`config.mk`:
```
export PLATFORM = sky130hd
export DESIGN_NAME = spi_board_master_tx
export DESIGN_NICKNAME = d
export VERILOG_FILES = /design/src/rtl/spi_board_pkg.sv /design/src/rtl/spi_board_master_tx_clk_div.sv /design/src/rtl/spi_board_master_tx.sv
export SDC_FILE = /design/constraint.sdc
export NUM_CORES = 1
export LEC_CHECK = 0
export ABC_AREA = 1
export ABC_CLOCK_PERIOD_IN_PS = 4600
export BUFFER_PORTS_ARGS = -buffer_cell sky130_fd_sc_hd__buf_2
export CAP_MARGIN = 40
export CORE_ASPECT_RATIO = 1.25
export CORE_UTILIZATION = 40
export CTS_CLUSTER_DIAMETER = 100
export DETAILED_ROUTE_END_ITERATION = 8
export RECOVER_POWER = 100
export SLEW_MARGIN = 0
export SYNTH_ARGS = -nofsm -noshare
export SYNTH_HDL_FRONTEND = slang
export SYNTH_SLANG_ARGS = --single-unit
```
`constraint.sdc`:
```
create_clock -name clk -period 4.6 [get_ports clk]
set_input_delay 0 -clock clk [delete_from_list [all_inputs] [get_ports clk]]
set_output_delay 0 -clock clk [all_outputs]
set_load 0.005 [all_outputs]
```
`src/rtl/spi_board_pkg.sv`:
```
// spi_board_pkg: shared board geometry, character constants and FSM encoding
// for the SPI board transmitter and receiver.
package spi_board_pkg;

    localparam int N      = 32;
    localparam int CHAR_W = 8;
    localparam logic [CHAR_W-1:0] SPACE_CHAR = 8'h20;

    typedef enum logic [1:0] {IDLE, PREP, SHIFT, TAIL} state_t;

    typedef logic [$clog2(N)-1:0] row_t;
    typedef logic [$clog2(N)-1:0] col_t;

endpackage

```
`src/rtl/spi_board_master_tx_clk_div.sv`:
```
// spi_clk_div: free-running sclk generator with half-period CLK_DIV.
// The strobes fire in the cycle whose closing clk edge toggles sclk.
module spi_clk_div #(
    parameter int CLK_DIV = 4
) (
    input  logic clk,
    input  logic reset,
    input  logic en,
    output logic sclk,
    output logic rise_stb,
    output logic fall_stb
);
    localparam int CW = (CLK_DIV > 1) ? $clog2(CLK_DIV) : 1;

    logic [CW-1:0] cnt;
    logic          wrap;

    assign wrap     = en && (cnt == CW'(CLK_DIV - 1));
    assign rise_stb = wrap && !sclk;
    assign fall_stb = wrap && sclk;

    always_ff @(posedge clk) begin
        if (reset || !en) begin
            cnt  <= '0;
            sclk <= 1'b0;
        end else begin
            cnt  <= wrap ? '0 : cnt + 1'b1;
            sclk <= sclk ^ wrap;
        end
    end

endmodule

```
`src/rtl/spi_board_master_tx.sv`:
```
// spi_board_master_tx: streams an N x N character board out over SPI mode 0,
// MSB first, with a one-ahead prefetch from a registered board RAM.
module spi_board_master_tx
    import spi_board_pkg::*;
#(
    parameter int N       = spi_board_pkg::N,
    parameter int CLK_DIV = 4,
    parameter logic [CHAR_W-1:0] SPACE_CHAR = spi_board_pkg::SPACE_CHAR
) (
    input  logic                 clk,
    input  logic                 reset,
    input  logic                 start,
    output logic [$clog2(N)-1:0] rd_row,
    output logic [$clog2(N)-1:0] rd_col,
    input  logic [CHAR_W-1:0]    rd_data,
    output logic                 sclk,
    output logic                 cs_n,
    output logic                 sdo,
    output logic                 busy,
    output logic                 done,
    output logic [15:0]          nonspace_cnt
);
    localparam int AW = $clog2(N);
    localparam int IW = 2 * AW;
    localparam int TW = (CLK_DIV > 1) ? $clog2(CLK_DIV) : 1;
    localparam logic [IW-1:0] LAST_CHAR = IW'(N * N - 1);
    localparam logic [TW-1:0] LAST_TICK = TW'(CLK_DIV - 1);
    localparam logic [AW-1:0] LAST_COL  = AW'(N - 1);

    state_t            state;
    logic [TW-1:0]     tick;
    logic [CHAR_W-1:0] shreg;
    logic [CHAR_W-1:0] next_buf;
    logic [2:0]        bit_cnt;
    logic [IW-1:0]     idx;
    logic [1:0]        pf;
    logic              end_byte;
    logic              end_frame;
    logic              rise_stb;
    logic              fall_stb;

    spi_clk_div #(.CLK_DIV(CLK_DIV)) u_div (
        .clk      (clk),
        .reset    (reset),
        .en       (state == SHIFT),
        .sclk     (sclk),
        .rise_stb (rise_stb),
        .fall_stb (fall_stb)
    );

    always_ff @(posedge clk) begin
        if (reset) begin
            state        <= IDLE;
            tick         <= '0;
            rd_row       <= '0;
            rd_col       <= '0;
            cs_n         <= 1'b1;
            sdo          <= 1'b0;
            busy         <= 1'b0;
            done         <= 1'b0;
            nonspace_cnt <= '0;
            shreg        <= '0;
            next_buf     <= '0;
            bit_cnt      <= '0;
            idx          <= '0;
            pf           <= '0;
            end_byte     <= 1'b0;
            end_frame    <= 1'b0;
        end else begin
            done <= 1'b0;
            case (state)
                IDLE: begin
                    // a start landing on the done cycle is dropped
                    if (start && !done) begin
                        state        <= PREP;
                        tick         <= '0;
                        nonspace_cnt <= '0;
                        rd_row       <= '0;
                        rd_col       <= '0;
                        cs_n         <= 1'b0;
                        busy         <= 1'b1;
                    end
                end
                PREP: begin
                    tick <= tick + 1'b1;
                    if (tick == LAST_TICK) begin
                        state        <= SHIFT;
                        tick         <= '0;
                        shreg        <= rd_data;
                        sdo          <= rd_data[7];
                        nonspace_cnt <= nonspace_cnt + {15'd0, rd_data != SPACE_CHAR};
                        bit_cnt      <= '0;
                        idx          <= '0;
                        pf           <= 2'd1;
                    end
                end
                SHIFT: begin
                    // prefetch: address on pf=1, RAM registers on pf=2, capture on pf=3
                    if (pf == 2'd1) begin
                        rd_col <= (rd_col == LAST_COL) ? '0 : rd_col + 1'b1;
                        rd_row <= (rd_col == LAST_COL) ? rd_row + 1'b1 : rd_row;
                    end
                    if (pf == 2'd3)
                        next_buf <= rd_data;
                    pf <= (pf == 2'd0) ? 2'd0 : pf + 1'b1;
                    if (rise_stb) begin
                        end_byte  <= bit_cnt == 3'd7;
                        end_frame <= idx == LAST_CHAR;
                    end
                    if (fall_stb) begin
                        if (!end_byte) begin
                            shreg   <= {shreg[6:0], 1'b0};
                            sdo     <= shreg[6];
                            bit_cnt <= bit_cnt + 1'b1;
                        end else if (end_frame) begin
                            state <= TAIL;
                            tick  <= '0;
                            cs_n  <= 1'b1;
                            sdo   <= 1'b0;
                        end else begin
                            shreg        <= next_buf;
                            sdo          <= next_buf[7];
                            bit_cnt      <= '0;
                            idx          <= idx + 1'b1;
                            nonspace_cnt <= nonspace_cnt + {15'd0, next_buf != SPACE_CHAR};
                            pf           <= (idx + 1'b1 == LAST_CHAR) ? 2'd0 : 2'd1;
                        end
                    end
                end
                TAIL: begin
                    tick <= tick + 1'b1;
                    if (tick == LAST_TICK) begin
                        state <= IDLE;
                        busy  <= 1'b0;
                        done  <= 1'b1;
                    end
                end
                default: state <= IDLE;
            endcase
        end
    end

endmodule

```
Yosys cells after proc, flatten, opt, wreduce, memory -nomap -nowiden
Cells that the tools add are included.

Add/sub/neg operators: 9. Equality and inequality tests: 23. Muxes and demuxes: 62. Bitwise operators: 2. Reduce and logical (&&, ||, !) cells: 29.

Operators with widths (number): 2-to-1 mux 16 bit (5); one-hot mux 16 bit (3 select lines) (1); 2-to-1 mux 10 bit (4); adder 16 x 1 -> 16 bit (2); 2-to-1 mux 2 bit (16); 2-to-1 mux 7 bit (4); 2-to-1 mux 5 bit (5); == test 10 bit (second input constant) (2); one-hot mux 10 bit (2 select lines) (1); one-hot mux 5 bit (2 select lines) (2); != test 2 bit (second input constant) (9); != test 8 x 6 -> 1 bit (second input constant) (2); one-hot mux 2 bit (4 select lines) (2); one-hot mux 7 bit (2 select lines) (1); 2-to-1 mux 1 bit (12); 2-to-1 mux 3 bit (4); AND reduction 4 bit (3); AND reduction 6 bit (2); adder 10 x 1 -> 10 bit (second input constant) (1); adder 5 x 1 -> 5 bit (second input constant) (2); == test 2 bit (second input constant) (5); AND reduction 5 bit (2); AND reduction 3 bit (3); adder 2 x 1 -> 2 bit (second input constant) (3); 18 further kinds (32).

Bits in registers: 69. Bits of input ports: 11. Output and inout port bits: 31. Word-level logic and storage cells: 143.

Longest topological paths before layout
Gate-level depths: netlist of the first run.

Depth after elaboration: 7. Depth in mapped cells: 16. Gate-level depth less buffers: 15.

By module
Synthesis of the first run repeated with hierarchy kept, for this count alone.

Cells, all modules: 528. Area, all modules: 3738.6 um^2.

Modules (own cells, without submodules): spi_board_master_tx (times used 1, cells an instance 511, area each 3598.5 um^2, sequential area each 1321.3 um^2); spi_clk_div (times used 1, cells an instance 17, area each 140.1 um^2, sequential area each 60.1 um^2).

Least setup slack after synthesis of the first run
No wires, ideal clock.

Path type: flip-flop to flip-flop. From: reg state[0]. To: reg nonspace_cnt[6]. Library setup time: 0.064 ns. Arrival time: 2.237 ns. Required time: 4.536 ns. Setup slack: 2.299 ns. Cell stages (with the launch flop): 15. Path buffers: 2. Period minus slack after synthesis: 2.301 ns. Path through: dfxtp_1 inv_1 ha_1 buf_2 clkbuf_1 nand4_1 nand2_1 o21ai_0 ha_1 nand2_1 nor2_1 inv_1 nor3_1 a21oi_1 nor2_1.

Cells in the longest elaborated chain, start to end: 5. Elaborated cells between the ends (all ways): 13. Classes of those cells: 7 x eq/ne; 1 x mux; 5 x reduce/logical.

RTL lines: start, declared (line spi_board_master_tx.sv:30) `state_t state;`; start signal, assigned (line spi_board_master_tx.sv:53) `state <= IDLE;`; start signal, assigned (line spi_board_master_tx.sv:75) `state <= PREP;`; start signal, assigned (line spi_board_master_tx.sv:87) `state <= SHIFT;`; == test 2 bit (line spi_board_master_tx.sv:45, spi_board_master_tx.sv:71); logical AND 1 bit (line spi_board_master_tx_clk_div.sv:18) `assign wrap = en && (cnt == CW'(CLK_DIV - 1));`; logical AND 1 bit (line spi_board_master_tx_clk_div.sv:20) `assign fall_stb = wrap && sclk;`; != test 2 bit (no line); AND reduction 6 bit (no line); end signal, assigned (line spi_board_master_tx.sv:91) `nonspace_cnt <= nonspace_cnt + {15'd0, rd_data != SPACE_CHAR};`; end signal, assigned (line spi_board_master_tx.sv:125) `nonspace_cnt <= nonspace_cnt + {15'd0, next_buf != SPACE_CHAR};`; end, declared (line spi_board_master_tx.sv:21) `output logic [15:0] nonspace_cnt`.

Several ways; a longest one is shown, not always the timed one. A chain may end at the register's enable or synchronous reset.

Worst setup path after layout of the first run
From: reg state[0]. To: reg nonspace_cnt[3].

Cells in the longest elaborated chain, start to end: 5. Elaborated cells between the ends (all ways): 13. Classes of those cells: 7 x eq/ne; 1 x mux; 5 x reduce/logical.

RTL lines: == test 2 bit (*) (line spi_board_master_tx.sv:45) `.en (state == SHIFT),`; net u_div.en (line spi_board_master_tx_clk_div.sv:8) `input logic en,`; logical AND 1 bit (line spi_board_master_tx_clk_div.sv:18); logical AND 1 bit (line spi_board_master_tx_clk_div.sv:20); != test 2 bit (no line); AND reduction 6 bit (no line).

The timed path passes the listed nets; every way through them passes the cells marked *.

==> results of run 1 <==
==> per-stage QoR <==
stage          instance area (sq um)  std cells  worst slack (ns)  total power, mW
2_1_floorplan                   3750        544              2.30             1.42
3_5_place_dp                    4030        692              1.67             1.60
4_1_cts                         4430        716              1.66             2.37
6_report                        4380        716              1.19             2.33
5_1_grt                         4380        716             0.919             2.50
3_3_place_gp                    4030        692              1.78             1.59
==> power breakdown <==
group	switching [mW]	internal, mW	leakage, nW
registers	0.0587	0.679	0.559
clock network	0.251	0.502	0.163
logic	0.612	0.225	1.03
==> flip-flops by register name, indices dropped and copies added (netlist names) <==
register / count
nonspace_cnt: 16
idx: 10
next_buf: 8
shreg: 7
rd_col: 5
rd_row: 5
bit_cnt: 3
pf: 2
state: 2
tick: 2
u_div.cnt: 2
busy: 1
cs_n: 1
done: 1
end_byte: 1
end_frame: 1
sdo: 1
u_div.sclk: 1
==> cells by family (layout without fill, tap and decap cells) <==
group | Yosys count | in the layout | share of synthesized area
flip-flops | 69 | 69 | 0.368
AO/OA/AOI/OAI | 96 | 96 | 0.144
AND/OR/NAND/NOR | 271 | 271 | 0.319
adder cells (fa/ha/maj) | 21 | 21 | 0.0700
XOR/XNOR | 4 | 4 | 0.00933
buffers and inverters | 83 | 132 | 0.0903
==> worst min-delay path, delay by kind of cell <==
kind / cells / cell delay [ns]
buf+inv: 1 / 0.11
simple gates: 2 / 0.17
compound gates: 1 / 0.10
==> area by class of cell <==
type / count / area share
clock buffers: 12 / 0.0586
clock inverters: 4 / 0.0160
inverters: 67 / 0.0574
multi-input cells: 392 / 0.459
flip-flops and latches: 69 / 0.316
well taps: 123 / 0.0352
repair buffers: 49 / 0.0583
==> worst paths after layout <==
path | startpoint | to | slack (ns) | depth (start not counted)
min reg2reg | u_div.cnt[0] | u_div.cnt[0] | 0.42 | 1
max reg2reg | state[0] | nonspace_cnt[3] | 1.19 | 13
max | state[0] | nonspace_cnt[3] | 1.19 | 13
min | start | rd_row[3] | 0.09 | 4
==> routing by layer <==
metal	share of wire	track usage	vias to the layer above
met5	0	0	-
met4	0.013	0.0864	0
met3	0.035	0.0544	8
met2	0.48	0.339	72
met1	0.47	0.236	1678
li1	-	-	1894
==> cell usage in the layout (no fill, tap or decap), drive strengths merged <==
cell,netlist,layout
a211oi,6,6
a21oi,39,39
a22oi,1,1
a31o,1,1
a31oi,2,2
a32oi,1,1
a41oi,6,6
buf,8,17
bufinv,0,2
clkbuf,8,36
clkinv,1,3
dfxtp,69,69
dlygate4sd3,0,8
ha,21,21
inv,66,66
nand2,118,118
nand3,39,39
nand4,16,16
nor2,71,71
nor3,22,22
nor3b,2,2
nor4,2,2
o211a,1,1
o21ai,37,37
o21bai,1,1
o31ai,1,1
or2,1,1
xnor2,1,1
xor2,3,3
==> flow_summary.json, run 1 <==
{
  "syn_nets": 576,
  "whs_ns": 0.0907,
  "ys_types": 38,
  "cts.sinks": 69,
  "seq_area_sq_mm": 0.00138,
  "die_area_sq_mm": 0.00978,
  "vias_per_cell": 5.10,
  "critical_path.cell_chain": "inv_1 > ha_1 > nand2_1 > inv_1 > ha_1 > inv_1 > nand2_2 > nand2_1 > nor3_1 > nand2_1 > o21ai_0 > nand2_1 > nor2_1",
  "crit_family": "simple AND/OR/NAND/NOR gates",
  "clock.fmax_mhz": 294,
  "synth_cells": 544,
  "power.density_mw_per_mm2": 532,
  "first_pass_iters": 4,
  "cts_setup_buffers": 0,
  "drtIter0Drc": 159,
  "routed_wl_mm": 9.16,
  "tns_ns": 0,
  "p_leak_nw": 1.75,
  "num_vias": 3652,
  "path_class": "register to register",
  "end_kind": "register",
  "critPathBufInv": 3,
  "min_period_over_period": 0.741,
  "routabilityCongestion": 0.812,
  "cts_htree_levels": 3,
  "cts-root-buf": "clkbuf_16",
  "skew_ns": 0.00670,
  "grt_max_degree": 36,
  "synth-edff-count": 0,
  "synthFlopType": "dfxtp_1",
  "synth.avg_cell_area_sq_um": 6.90,
  "antenna_left": 0,
  "fin_util": 0.480,
  "antenna_found_initial": 0,
  "grt_overflow_total": 0,
  "crit_path_max_fanout": 13,
  "die_h_microns": 110,
  "final_net_count": 620,
  "synth_top_cell_by_area": "dfxtp_1",
  "fin_crit_ns": 3.41,
  "num_antenna_cells": 0,
  "clk_pin_slew_ns": 0.06,
  "multi_input_area_sq_mm": 0.00201,
  "ys_seq_area_frac": 0.368,
  "required_ns": 4.88,
  "wl_per_cell_microns": 12.8,
  "tightestPinTransition_ns": 1.47,
  "initial_core_util": 0.411,
  "setup_viol": 0,
  "violations": "max-capacitance violations",
  "synthArstFlopShare": 0,
  "grt_usage": 0.200,
  "syn_area_sq_mm": 0.00375,
  "core_area_sq_mm": 0.00913,
  "slew_headroom": 0.0100,
  "dp_hpwl_mm": 6.49,
  "peakVddDrop_v": 0.000261,
  "slowest_stage": "nor3_1",
  "area_growth_pct": 16.6,
  "grt_pass1_vias": 3407,
  "hold_class": "input port to register",
  "start_kind": "register",
  "clk_path_buf_depth": 2,
  "drive_above_1_share": 0.0658,
  "cts_hold_buffers": 8,
  "ctsResizeCount": 0,
  "timing.max_cap.violations": 1,
  "rsz0062_at_grt": "false",
  "numCtsBuffers": 9,
  "io_buffers": 41,
  "rows": 39,
  "cts_tree": "done",
  "synth_top_area_frac": 0.368,
  "ys_top_cells_by_count": "nand2_1, dfxtp_1, nor2_1, inv_1, a21oi_1",
  "io-pin-count": 42,
  "hold_violations": 0,
  "die_w_microns": 88.7,
  "outcome": "complete, but fails checks",
  "slowest_delay_ns": 1.18,
  "maxSlewViolCount": 0,
  "yosys-top-cells-area": "dfxtp_1, nand2_1, ha_1, nor2_1, inv_1",
  "drc": 0,
  "ys_ff_latch": 69,
  "clock_latency_ns": 0.33,
  "crit_top_cell": "nand2_1",
  "n_fill_cell": 958,
  "grt_pass1_wl_mm": 15.0,
  "arrival_ns": 3.68,
  "yosysWarnings": 0,
  "yosysMostFrequentCell": "nand2_1"
}
Power figures use the tool's default switching activity.
==> run 2, diff against run 1 <==
--- a/config.mk
+++ b/config.mk
@@ -6,7 +6,7 @@
 export NUM_CORES = 1
 export LEC_CHECK = 0
 export ABC_AREA = 1
-export ABC_CLOCK_PERIOD_IN_PS = 4600
+export ABC_CLOCK_PERIOD_IN_PS = 3350
 export BUFFER_PORTS_ARGS = -buffer_cell sky130_fd_sc_hd__buf_2
 export CAP_MARGIN = 40
 export CORE_ASPECT_RATIO = 1.25
==> constraint.sdc (replaced) <==
create_clock -name clk -period 3.35 [get_ports clk]
set_input_delay 0 -clock clk [delete_from_list [all_inputs] [get_ports clk]]
set_output_delay 0 -clock clk [all_outputs]
set_load 0.005 [all_outputs]
==> run 2 against run 1 <==
- the flow now finishes without violations
- sequential power is 37% higher
- worst hold slack better by 0.040 ns
- setup slack worse by 0.68 ns
- fmax is 20% higher
- largest power group unchanged
==> flow_summary.json, run 2 (synthesis gave the netlist of run 1 again) <==
{
  "p_leak_nw": 1.74,
  "clk_pin_slew_ns": 0.06,
  "numCtsBuffers": 9,
  "final_net_count": 623,
  "timing.max_cap.violations": 0,
  "maxSlewViolCount": 0,
  "io-pin-count": 42,
  "cts.sinks": 69,
  "dp_hpwl_mm": 6.70,
  "grt_max_degree": 36,
  "antenna_found_initial": 0,
  "layout_common_cells": "nand2_1, nor2_1, dfxtp_1",
  "rr_startpoint": "state[0]",
  "path_class": "register to register",
  "multi_input_area_sq_mm": 0.00202,
  "drive_above_1_share": 0.0705,
  "end_kind": "register",
  "clk_path_buf_depth": 2,
  "r2r_cells": 14,
  "place_inst": 695,
  "peakVddDrop_v": 0.000370,
  "die_h_microns": 110,
  "drc": 0,
  "arrival_ns": 3.10,
  "hold_class": "input port to register",
  "num_antenna_cells": 0,
  "timing.hold.worst_path_depth": 4,
  "vias_per_cell": 5.08,
  "cts-root-buf": "clkbuf_16",
  "instances_no_fill": 719,
  "tightestPinTransition_ns": 0.746,
  "cts_htree_levels": 3,
  "n_fill_cell": 940,
  "routed_wl_mm": 9.25,
  "initial_core_util": 0.411,
  "r2r_end": "nonspace_cnt[3]",
  "rrSetupSlack_ns": 0.51,
  "required_ns": 3.62,
  "grt_pass1_wl_mm": 15.4,
  "first_pass_iters": 5,
  "grt_usage": 0.201,
  "fin_util": 0.480,
  "die_w_microns": 88.7,
  "setup_viol": 0,
  "grt_pass1_vias": 3500,
  "hp-start": "start",
  "min_to": "rd_row[3]",
  "core_area_sq_mm": 0.00913,
  "skew_ns": 0.00770,
  "wl_per_cell_microns": 12.9,
  "clock.fmax_mhz": 353,
  "tns_ns": 0,
  "hold_violations": 0,
  "routabilityCongestion": 0.808,
  "min_period_over_period": 0.846,
  "antenna_left": 0,
  "rows": 39,
  "top_register": "nonspace_cnt",
  "clock_latency_ns": 0.33,
  "top_regs": "nonspace_cnt (16), idx (10), next_buf (8)",
  "die_area_sq_mm": 0.00978,
  "power.density_mw_per_mm2": 716,
  "largest_reg_flops": 16,
  "final_common_cell": "nand2_1",
  "grt_overflow_total": 0,
  "fin_crit_ns": 2.84,
  "outcome": "complete, no violations",
  "slew_headroom": 0.502,
  "drtIter0Drc": 149,
  "num_vias": 3654,
  "start_kind": "register",
  "seq_area_sq_mm": 0.00138,
  "ctsResizeCount": 0,
  "crit_path_max_fanout": 13,
  "cts_tree": "done",
  "area_growth_pct": 16.6,
  "io_buffers": 41,
  "rsz0062_at_grt": "false"
}
## run 2: how the worst max path moves through the flow
stage	cells after the start	end	slack [ns]	from
floorplan	14	nonspace_cnt[6]	1.05	state[0]
global placement	13	nonspace_cnt[7]	0.77	state[0]
detailed placement	13	nonspace_cnt[7]	0.69	state[0]
CTS	13	nonspace_cnt[7]	0.69	state[0]
global route	14	nonspace_cnt[8]	0.23	state[0]
finish	14	nonspace_cnt[3]	0.51	state[0]
## run 2: metrics by stage
| step | total power, mW | area [sq um] | hold WS, ns | setup WS [ns] |
|---|---|---|---|---|
| final | 3.13 | 4380 | 0.130 | 0.515 |
| after global routing | 3.36 | 4380 | 0.157 | 0.230 |
| after CTS | 3.19 | 4430 | 0.146 | 0.694 |
| after detailed placement | 2.24 | 4050 | 0.299 | 0.688 |
| after global placement | 2.22 | 4050 | 0.294 | 0.769 |
| after floorplan | 1.95 | 3750 | 0.152 | 1.05 |
## run 2: metal layers
layer | vias up | part of all wire | GRT usage
li1 | 1895 | - | -
met1 | 1677 | 0.46 | 0.241
met2 | 69 | 0.49 | 0.354
met3 | 13 | 0.036 | 0.0402
met4 | 0 | 0.014 | 0.0668
met5 | - | 0 | 0
## run 2: worst max-delay path, cell delays in order, from the launching register on
cell and delay (ns):
dfxtp_1 0.34, inv_1 0.11, ha_1 0.46, nand2_1 0.13
inv_1 0.10, ha_1 0.14, inv_1 0.05, nand2_1 0.07
nand2_1 0.15, nor3_2 0.18, clkbuf_1 0.53, nand2_1 0.18
o21ai_0 0.19, nand2_1 0.06, nor2_1 0.08
## run 2: layout make-up
cell class                      instances  share of cell area
Multi-Input combinational cell        392               0.462
Timing Repair Buffer                   52              0.0609
Inverter                               67              0.0574
Tap cell                              123              0.0351
Sequential cell                        69               0.315
Clock inverter                          6              0.0143
Clock buffer                           10              0.0546
## run 2: power breakdown
part	switching (mW)	total (mW)	internal, mW
logic	0.853	1.17	0.318
registers	0.0814	1.01	0.932
clock network	0.356	0.950	0.593
## run 2: timing repair
item,in CTS,in global routing
setup buffers,0,0
hold buffers,8,0
endpoints found under the hold margin,13,0
